[src/rtl/bank_access_sequencer_if.sv]
// bank_access_sequencer_if: client/bank signal bundle for bank_access_sequencer
//   req       requester -> sequencer  level request per requester
//   req_addr  requester -> sequencer  word address, requester i at [i*ADDR_W +: ADDR_W]
//   req_we    requester -> sequencer  1 = write, 0 = read
//   grant     sequencer -> requester  one-hot current owner, 0 when idle
//   sel       sequencer -> decoder    registered word select
//   wl_en     sequencer -> bank       word-line enable
//   we        sequencer -> bank       write enable, valid while wl_en=1
//   done      sequencer -> requester  1-cycle completion pulse to owner
//   err       sequencer -> requester  1-cycle out-of-range reject pulse
//   busy      sequencer -> requester  high whenever an access is in flight
interface bank_access_sequencer_if #(
   parameter int NREQ   = 4,
   parameter int ADDR_W = 10
);
   logic [NREQ-1:0]        req;
   logic [NREQ*ADDR_W-1:0] req_addr;
   logic [NREQ-1:0]        req_we;
   logic [NREQ-1:0]        grant;
   logic [ADDR_W-1:0]      sel;
   logic                   wl_en;
   logic                   we;
   logic [NREQ-1:0]        done;
   logic [NREQ-1:0]        err;
   logic                   busy;
   modport master (output req, req_addr, req_we,
                   input  grant, sel, wl_en, we, done, err, busy);
   modport slave  (input  req, req_addr, req_we,
                   output grant, sel, wl_en, we, done, err, busy);
endinterface

[src/rtl/bank_access_sequencer.sv]
// bank_access_sequencer: round-robin sharing of one bank's word-line decoder,
// sequencing each access through settle, word-line-enable and recovery phases.
//   clk    system clock, all state on posedge
//   rst_n  asynchronous active-low reset
//   bus    slave side of bank_access_sequencer_if (requests in; grant, sel,
//          wl_en, we, done, err, busy out)
module bank_access_sequencer #(
   parameter int NREQ          = 4,
   parameter int ADDR_W        = 10,
   parameter int DEPTH         = 1024,
   parameter int SETTLE_CYCLES = 2,
   parameter int HOLD_CYCLES   = 1
) (
   input logic clk,
   input logic rst_n,
   bank_access_sequencer_if.slave bus
);
   localparam int PW = NREQ > 1 ? $clog2(NREQ) : 1;
   typedef enum logic [2:0] {IDLE, REJECT, SETUP, ACTIVE, RECOVER} state_t;
   state_t            state, nxt;
   logic [PW-1:0]     rr_ptr, off, win, rr_nxt;
   logic [PW:0]       sum;
   logic [NREQ-1:0]   rot, win_oh, grant_q, done_q, err_q, done_d, err_d;
   logic [ADDR_W-1:0] win_addr, sel_q;
   logic [15:0]       cnt;
   logic              win_we, we_lat, in_range, settle_end, hold_end;
   logic              wl_en_q, we_q, busy_q, wl_en_d, we_d, busy_d;
   // Rotate requests so bit 0 is the requester at rr_ptr; the lowest set bit
   // of the rotated vector is the round-robin winner.
   always_comb begin
      rot = NREQ'({bus.req, bus.req} >> rr_ptr);
      off = '0;
      for (int i = NREQ - 1; i >= 0; i--)
         if (rot[i]) off = PW'(i);
      sum = {1'b0, rr_ptr} + {1'b0, off};
      win = sum >= (PW+1)'(NREQ) ? PW'(sum - (PW+1)'(NREQ)) : PW'(sum);
      win_oh = NREQ'(1) << win;
      rr_nxt = win == PW'(NREQ - 1) ? '0 : win + 1'b1;
      win_addr = '0;
      win_we = 1'b0;
      for (int i = 0; i < NREQ; i++)
         if (win_oh[i]) begin
            win_addr = bus.req_addr[i*ADDR_W +: ADDR_W];
            win_we = bus.req_we[i];
         end
      in_range = int'(win_addr) < DEPTH;
      settle_end = cnt == 16'(SETTLE_CYCLES - 1);
      hold_end = cnt == 16'(HOLD_CYCLES - 1);
   end
   always_ff @(posedge clk or negedge rst_n)
      if (!rst_n) begin
         state   <= IDLE;
         rr_ptr  <= '0;
         cnt     <= '0;
         grant_q <= '0;
         sel_q   <= '0;
         we_lat  <= 1'b0;
         wl_en_q <= 1'b0;
         we_q    <= 1'b0;
         busy_q  <= 1'b0;
         done_q  <= '0;
         err_q   <= '0;
      end else begin
         state   <= nxt;
         cnt     <= state == nxt && (state == SETUP || state == ACTIVE) ? cnt + 1'b1 : '0;
         wl_en_q <= wl_en_d;
         we_q    <= we_d;
         busy_q  <= busy_d;
         done_q  <= done_d;
         err_q   <= err_d;
         if (state == IDLE && |bus.req) begin
            grant_q <= win_oh;
            rr_ptr  <= rr_nxt;
            we_lat  <= win_we;
            if (in_range) sel_q <= win_addr;
         end else if (state == REJECT || state == RECOVER)
            grant_q <= '0;
      end
   always_comb begin
      nxt = state;
      case (state)
         IDLE:            nxt = |bus.req ? (in_range ? SETUP : REJECT) : IDLE;
         SETUP:           nxt = settle_end ? ACTIVE : SETUP;
         ACTIVE:          nxt = hold_end ? RECOVER : ACTIVE;
         REJECT, RECOVER: nxt = IDLE;
         default:         nxt = IDLE;
      endcase
   end
   // Outputs are registered from the next state so the bank sees glitch-free
   // strobes that line up exactly with the state they belong to.
   always_comb begin
      busy_d  = nxt != IDLE;
      wl_en_d = nxt == ACTIVE;
      we_d    = nxt == ACTIVE && we_lat;
      done_d  = nxt == RECOVER ? grant_q : '0;
      err_d   = nxt == REJECT ? win_oh : '0;
   end
   assign bus.grant = grant_q;
   assign bus.sel   = sel_q;
   assign bus.wl_en = wl_en_q;
   assign bus.we    = we_q;
   assign bus.done  = done_q;
   assign bus.err   = err_q;
   assign bus.busy  = busy_q;
endmodule
[src/flat_wrapper.sv]
// flat-port wrapper written by rule: the top's interface ports become plain ports
module bank_access_sequencer_flat 
#(
   parameter int NREQ          = 4,
   parameter int ADDR_W        = 10,
   parameter int DEPTH         = 1024,
   parameter int SETTLE_CYCLES = 2,
   parameter int HOLD_CYCLES   = 1
)
  (clk, rst_n, bus_req, bus_req_addr, bus_req_we, bus_grant, bus_sel, bus_wl_en, bus_we, bus_done, bus_err, bus_busy);
  bank_access_sequencer_if #(.NREQ(NREQ), .ADDR_W(ADDR_W)) bus_i ();
  input logic clk;
  input logic rst_n;
  input wire logic [$bits(bus_i.req)-1:0] bus_req;
  input wire logic [$bits(bus_i.req_addr)-1:0] bus_req_addr;
  input wire logic [$bits(bus_i.req_we)-1:0] bus_req_we;
  output wire logic [$bits(bus_i.grant)-1:0] bus_grant;
  output wire logic [$bits(bus_i.sel)-1:0] bus_sel;
  output wire logic [$bits(bus_i.wl_en)-1:0] bus_wl_en;
  output wire logic [$bits(bus_i.we)-1:0] bus_we;
  output wire logic [$bits(bus_i.done)-1:0] bus_done;
  output wire logic [$bits(bus_i.err)-1:0] bus_err;
  output wire logic [$bits(bus_i.busy)-1:0] bus_busy;
  assign bus_i.req = bus_req;
  assign bus_i.req_addr = bus_req_addr;
  assign bus_i.req_we = bus_req_we;
  assign bus_grant = bus_i.grant;
  assign bus_sel = bus_i.sel;
  assign bus_wl_en = bus_i.wl_en;
  assign bus_we = bus_i.we;
  assign bus_done = bus_i.done;
  assign bus_err = bus_i.err;
  assign bus_busy = bus_i.busy;
  bank_access_sequencer #(.NREQ(NREQ), .ADDR_W(ADDR_W), .DEPTH(DEPTH), .SETTLE_CYCLES(SETTLE_CYCLES), .HOLD_CYCLES(HOLD_CYCLES)) u_core (.clk(clk), .rst_n(rst_n), .bus(bus_i));
endmodule
[config.mk]
export PLATFORM = sky130hd
export DESIGN_NAME = bank_access_sequencer_flat
export DESIGN_NICKNAME = d
export VERILOG_FILES = /design/src/rtl/bank_access_sequencer_if.sv /design/src/rtl/bank_access_sequencer.sv /design/src/flat_wrapper.sv
export SDC_FILE = /design/constraint.sdc
export NUM_CORES = 1
export LEC_CHECK = 0
export ABC_AREA = 1
export CAP_MARGIN = 20
export CELL_PAD_IN_SITES_DETAIL_PLACEMENT = 0
export CELL_PAD_IN_SITES_GLOBAL_PLACEMENT = 1
export CORE_ASPECT_RATIO = 0.75
export CORE_UTILIZATION = 35
export DETAILED_ROUTE_END_ITERATION = 10
export PLACE_DENSITY_LB_ADDON = 0.1
export SLEW_MARGIN = 20
export SYNTH_ARGS = -nofsm -noshare
export SYNTH_HDL_FRONTEND = slang
export SYNTH_SLANG_ARGS = --single-unit
[constraint.sdc]
create_clock -name clk -period 2.98 [get_ports clk]
set_input_delay 0.447 -clock clk [delete_from_list [all_inputs] [get_ports clk]]
set_output_delay 0.447 -clock clk [all_outputs]
set_load 0.1 [all_outputs]
Word-level counts from Yosys, hierarchy flattened --
Cells that the tools add are included.
Word-level totals: flip-flop bits (word level) 47, input bits 50, logic and storage cells 61
Operators by class: add/subtract/negate cells 4, order comparisons 1, equality and inequality tests 10, shifts and indexed selects 2, multiplexer cells 23, reductions and logical operators 10
Operators with widths (count):
- 10-bit two-way mux | 4
- 16-bit by 1-bit adder with 16-bit output, second input constant | 1
- 16-bit by 1-bit equality test with 1-bit output, second input constant | 1
- 16-bit zero test | 1
- 16-bit two-way mux | 1
- 4-bit two-way mux | 4
- 2-bit two-way mux | 7
- 3-bit by 2-bit equality test with 1-bit output, second input constant | 3
- 3-bit one-hot mux with 3 select lines | 1
- 8-bit by 2-bit >> shifter with 4-bit output | 1
- 3-bit by 1-bit equality test with 1-bit output, second input constant | 2
- 3-bit equality test, second input constant | 2
- 1-bit two-way mux | 5
- 4-bit OR reduction | 1
- 1-bit by 2-bit << shifter with 4-bit output, first input constant | 1
- 2-bit by 2-bit adder with 3-bit output | 1
- 3-bit equality test | 1
- 3-bit >= comparator, second input constant | 1
- 1-bit logical AND | 3
- 3-bit zero test | 1
- 3-bit two-way mux | 1
- 3-bit nonzero test | 1
- 2-bit by 1-bit adder with 2-bit output, second input constant | 1
- 2-bit equality test, second input constant | 1
- other kinds (3) | 4

Depth between registers and ports, before layout --
depth after elaboration 13, depth in mapped cells 17, depth with buffers taken out 17

Worst setup path after synthesis --
No wires, ideal clock.
path kind register to register, start reg u_core.rr_ptr[0], end reg u_core.we_lat, library setup time 0.135 ns, arrival 2.277 ns, required time 2.845 ns, setup slack 0.568 ns, stages on the path, launching flop included 16, path buffers 1, clock period less this slack 2.412 ns, cell sequence dfrtp_1 -> inv_1 -> nand2_1 -> nand3_1 -> nand2_1 -> a21boi_0 -> ha_1 -> inv_1 -> nand3_1 -> nand2_1 -> inv_1 -> ha_1 -> clkinv_1 -> clkbuf_1 -> o211ai_1 -> o211ai_1
On the way: longest elaborated chain between the ends 13, elaborated cells between the ends (all ways) 14, classes of those cells add/sub (2); order compare (1); shift (2); mux (9)
Ends and longest elaborated chain:
- from (decl) | line bank_access_sequencer.sv:21 | logic [PW-1:0] rr_ptr, off, win, rr_nxt;
- from (signal assigned) | line bank_access_sequencer.sv:73 | rr_ptr <= rr_nxt;
- 8-bit by 2-bit >> shifter with 4-bit output | line bank_access_sequencer.sv:31 | rot = NREQ'({bus.req, bus.req} >> rr_ptr);
- 2-bit two-way mux (4 in series) | line bank_access_sequencer.sv:34 | if (rot[i]) off = PW'(i);
- 2-bit by 2-bit adder with 3-bit output * | line bank_access_sequencer.sv:35 | sum = {1'b0, rr_ptr} + {1'b0, off};
- 3-bit >= comparator / 2-bit by 1-bit subtractor with 2-bit output (equally long branches) | line bank_access_sequencer.sv:36 | win = sum >= (PW+1)'(NREQ) ? PW'(sum - (PW+1)'(NREQ)) : PW'(sum);
- 2-bit two-way mux * | line bank_access_sequencer.sv:36
- 1-bit by 2-bit << shifter with 4-bit output * | line bank_access_sequencer.sv:37 | win_oh = NREQ'(1) << win;
- 1-bit two-way mux (3 in series) | line bank_access_sequencer.sv:42 | if (win_oh[i]) begin
- 1-bit two-way mux * | line bank_access_sequencer.sv:42
- to (signal assigned) | line bank_access_sequencer.sv:74 | we_lat <= win_we;
- to (decl) | line bank_access_sequencer.sv:26 | logic win_we, we_lat, in_range, settle_end, hold_end;
Mark *: on every way between the ends. The rest lies on a longest branch, timed or not. A chain may end at the register's enable or synchronous reset.

Worst setup path in the final report --
start in bus_req[3], end reg u_core.sel_q[1] (netlist: u_core.bus.sel[1])
On the way: longest elaborated chain between the ends 13, elaborated cells between the ends (all ways) 16, classes of those cells add/sub (2); order compare (1); shift (2); mux (9); reduce/logical (2)
Ends and longest elaborated chain:
- from (decl) | line flat_wrapper.sv:14 | input wire logic [$bits(bus_i.req)-1:0] bus_req;
- 8-bit by 2-bit >> shifter with 4-bit output | line bank_access_sequencer.sv:31
- 2-bit two-way mux (4 in series) | line bank_access_sequencer.sv:34
- 2-bit by 2-bit adder with 3-bit output | line bank_access_sequencer.sv:35
- 3-bit >= comparator / 2-bit by 1-bit subtractor with 2-bit output (equally long branches) | line bank_access_sequencer.sv:36
- 2-bit two-way mux | line bank_access_sequencer.sv:36
- 1-bit by 2-bit << shifter with 4-bit output | line bank_access_sequencer.sv:37
- 10-bit two-way mux (4 in series) | line bank_access_sequencer.sv:42
- to (signal assigned) | line bank_access_sequencer.sv:75 | if (in_range) sel_q <= win_addr;
- to (decl) | line bank_access_sequencer.sv:24 | logic [ADDR_W-1:0] win_addr, sel_q;
Several ways; a longest one is shown, not always the timed one.

==> impl_metrics.tcl <==
set metrics [dict create \
    crit_path_frequent_cell "sky130_fd_sc_hd__nand2_1" \
    synth-adder-area-share_pct 3.86 \
    synth_compound_gate_area_share_pct 8.78 \
    gp_routability_congestion 0.757 \
    setup_tns_ps 0 \
    slowest_stage_cell_cp "sky130_fd_sc_hd__clkdlybuf4s50_1" \
    holdBufCountCts 0 \
    yosys-top-cells-area "sky130_fd_sc_hd__dfrtp_1, sky130_fd_sc_hd__nand3_1, sky130_fd_sc_hd__nand2_1, sky130_fd_sc_hd__inv_1, sky130_fd_sc_hd__ha_1" \
    fraction_of_post_synthesis_cell_area_in_the_top_cell_type_by_area_pct 45.4 \
    finalClockSkew_ps 5.00 \
    synth_enable_flop_cells 0 \
    postLayoutCoreUtil_pct 50.4 \
    cap_viol_max_count 0 \
    crit_path_max_incr_delay_ps 430 \
    die-area_sq_um 7760 \
    synth_area_leader_cell "sky130_fd_sc_hd__dfrtp_1" \
    pin_count_of_the_biggest_net_entering_global_routing 48 \
    clk_path_buf_depth 2 \
    starting_utilization_of_the_core_area_pct 37.1 \
    yosys-mux-area-fraction_pct 0 \
    via_per_inst 4.64 \
    max_freq_mhz 382 \
    post-dp-hpwl_um 4880 \
    syn-instance-count 310 \
    routedWlPerCell_um 13.2 \
    die_width_um 101 \
    slew_headroom_pct 59.5 \
    yosysMostFrequentCell "sky130_fd_sc_hd__nand2_1" \
    worst_pin_slew_ps 607 \
    cts_tree "yes" \
    worst-path-max-fanout 18 \
    num_antenna_cells 0 \
    detail_route.wirelength_um 6460 \
    portBuffers 74 \
    status "completed" \
    grt_pass1_wl_um 11100 \
    groute.usage.overall_pct 18.2 \
    remaining_drc_errors 0 \
    max_slew_violation_total_from_the_final_report 0 \
    floorplan.rows 26 \
    cts.repair_timing.setup_buffer_count 0 \
    cp-start-kind "input pin" \
    synth-seq-area-share_pct 45.4 \
    postSynth.topFlopCell "sky130_fd_sc_hd__dfrtp_1" \
    final.setup.worst_slack_ps 360 \
    ctsRootBufferMaster "sky130_fd_sc_hd__clkbuf_8" \
    antenna_found_initial 0 \
    floorplan.io_pins 75 \
    critPathArrivalTime_ps 2800 \
    type_of_the_worst_min_delay_path "input pin to async pin" \
    post_cts_resized 0 \
    global_route.overflow_total 0 \
    grt_pass1_vias 2241 \
    synth-simple-area-share_pct 31.5 \
    synth_common_cells "sky130_fd_sc_hd__nand2_1, sky130_fd_sc_hd__nand3_1, sky130_fd_sc_hd__dfrtp_1, sky130_fd_sc_hd__inv_1, sky130_fd_sc_hd__nor2_1" \
    grt_setup_unrepaired "false" \
    criticalPathCategory "input pin to flip-flop" \
    cp_data_required_time_ps 3160 \
    core_region_area_sq_um 6990 \
    pre_cts_slack_ps 75.5 \
    die_height_um 76.5 \
    setup_viol 0 \
    post_synthesis_cell_area_sq_um 2590 \
    synth_async_sr_flop_share_pct 100 \
    final_layout_size_suffix_gt1_share_pct 17.6 \
    stdcell_count 490 \
    path_cells "clkdlybuf4s50_1, nand2_1, nand3_1, nand2_1, a21boi_0, ha_1, inv_1, nand3_1, nand2_1, inv_1, ha_1, clkinv_1, buf_12, nor2_1, a21oi_1, a22oi_1, nand2_1" \
    clock_latency_ps 290 \
    detail_route.iter0.violations 87 \
    total_clock_buffers_created_by_cts 5 \
    synth_top_family_by_area "simple AND/OR/NAND/NOR gates" \
    fin_crit_sh_pct 87.9 \
    yosys.area_share.xor_xnor_pct 3.38 \
    placed_cells 482 \
    area_delta_synth_final_pct 35.9 \
    worst_r2r_path_depth 17 \
    clk_pin_slew_worst_paths_ps 90 \
    worst_ir_drop_vdd_v 0.000503 \
    yosys_warnings 0 \
    postSynthRegisterBits 47 \
    power.leakage_nw 1.61 \
    detailroute.via_count 2273 \
    dr.pass1.iters 4 \
    sinks_on_clock_net 47 \
    yosys.cell_types.count 33 \
    critical_path.endpoint_type "flip-flop" \
    detail-route-antenna-nets 0 \
    htree_levels 2 \
    power.density_cell_area_nw_per_um2 1180 \
    final_nets 449 \
    final.min_clock_period_ps 2620 \
    syn_avg_cell_area_sq_um 8.36 \
    final-hold-violation-count 0 \
]
-- per-stage QoR --
step | total power [mW] | instance area (sq um) | hold slack [ps]
final | 4.16 | 3520 | 166
after CTS | 4.20 | 3520 | 394
after global routing | 4.52 | 3520 | 216
after global placement | 3.70 | 3400 | 478
after floorplan | 2.97 | 2600 | 151
after detailed placement | 3.70 | 3400 | 486
-- flip-flops by register name, summed over array words and instances, names as in the netlist --
signal            count
u_core.bus.wl_en      1
u_core.rr_ptr         2
u_core.cnt           16
u_core.bus.grant      4
u_core.we_lat         1
u_core.bus.sel       10
u_core.bus.busy       1
u_core.state          3
u_core.bus.done       4
u_core.bus.err        4
u_core.bus.we         1
-- worst max-delay path, delay by kind of cell --
| kind | cells | cell delay, ps |
|---|---|---|
| buffers and inverters | 5 | 830 |
| AND/OR/NAND/NOR | 7 | 680 |
| AO/OA/AOI/OAI | 3 | 470 |
| adder cells (fa/ha/maj) | 2 | 370 |
-- logic make-up (layout without fill, tap and decap cells) --
logic type | Yosys count | count (layout)
flip-flops | 47 | 47
other | 1 | 4
buffers and inverters | 43 | 122
AO/OA/AOI/OAI | 38 | 38
AND/OR/NAND/NOR | 163 | 163
adder cells (fa/ha/maj) | 8 | 8
XOR/XNOR | 10 | 10
-- layout make-up --
| type | instances | area (sq um) |
|---|---|---|
| Fill cell | 691 | 3470 |
| Multi-Input combinational cell | 223 | 1250 |
| Clock inverter | 2 | 35.0 |
| Tap cell | 98 | 123 |
| Inverter | 34 | 128 |
| Sequential cell | 47 | 1180 |
| Clock buffer | 6 | 82.6 |
| Timing Repair Buffer | 80 | 733 |
-- where the power goes --
part           leakage [nW]  internal (mW)  switching, mW  total, mW
sequential            0.615          0.796          0.119      0.915
combinational         0.931          0.840           1.92       2.76
clock                0.0612          0.272          0.209      0.481
total                  1.61           1.91           2.25       4.16
-- path summary, 6_finish.rpt --
check | startpoint | slack (ps) | end
worst max-delay path | bus_req[3] | 360 | u_core.bus.sel[1]
max in group asynchronous | rst_n | 2410 | u_core.cnt[15]
min in group clk | u_core.bus.sel[0] | 500 | u_core.bus.sel[0]
worst min register to register | u_core.bus.sel[0] | 500 | u_core.bus.sel[0]
worst min-delay path | rst_n | 170 | u_core.bus.done[0]
worst max register to register | u_core.rr_ptr[0] | 370 | u_core.bus.sel[1]
-- layout by cell type, fill, tap and decap left out, drive strengths merged, types with 3 or more instances in the layout --
| cell | synthesis | final |
|---|---|---|
| nand2 | 60 | 60 |
| nand3 | 55 | 55 |
| clkdlybuf4s50 | 0 | 48 |
| dfrtp | 47 | 47 |
| nor2 | 40 | 40 |
| inv | 33 | 33 |
| buf | 4 | 32 |
| a21oi | 11 | 11 |
| o21ai | 11 | 11 |
| xor2 | 9 | 9 |
| o211ai | 8 | 8 |
| ha | 8 | 8 |
| clkbuf | 5 | 6 |
| a22oi | 5 | 5 |
| conb | 1 | 4 |
| nor3 | 3 | 3 |
-- routing by layer --
metal | global-route usage (%) | share of wire [%]
met5 | 0 | 0
met4 | 2.61 | 0.29
met3 | 3.58 | 5.9
met2 | 25.8 | 43
met1 | 28.5 | 51
Note: power is estimated with default switching activity, not from simulation.
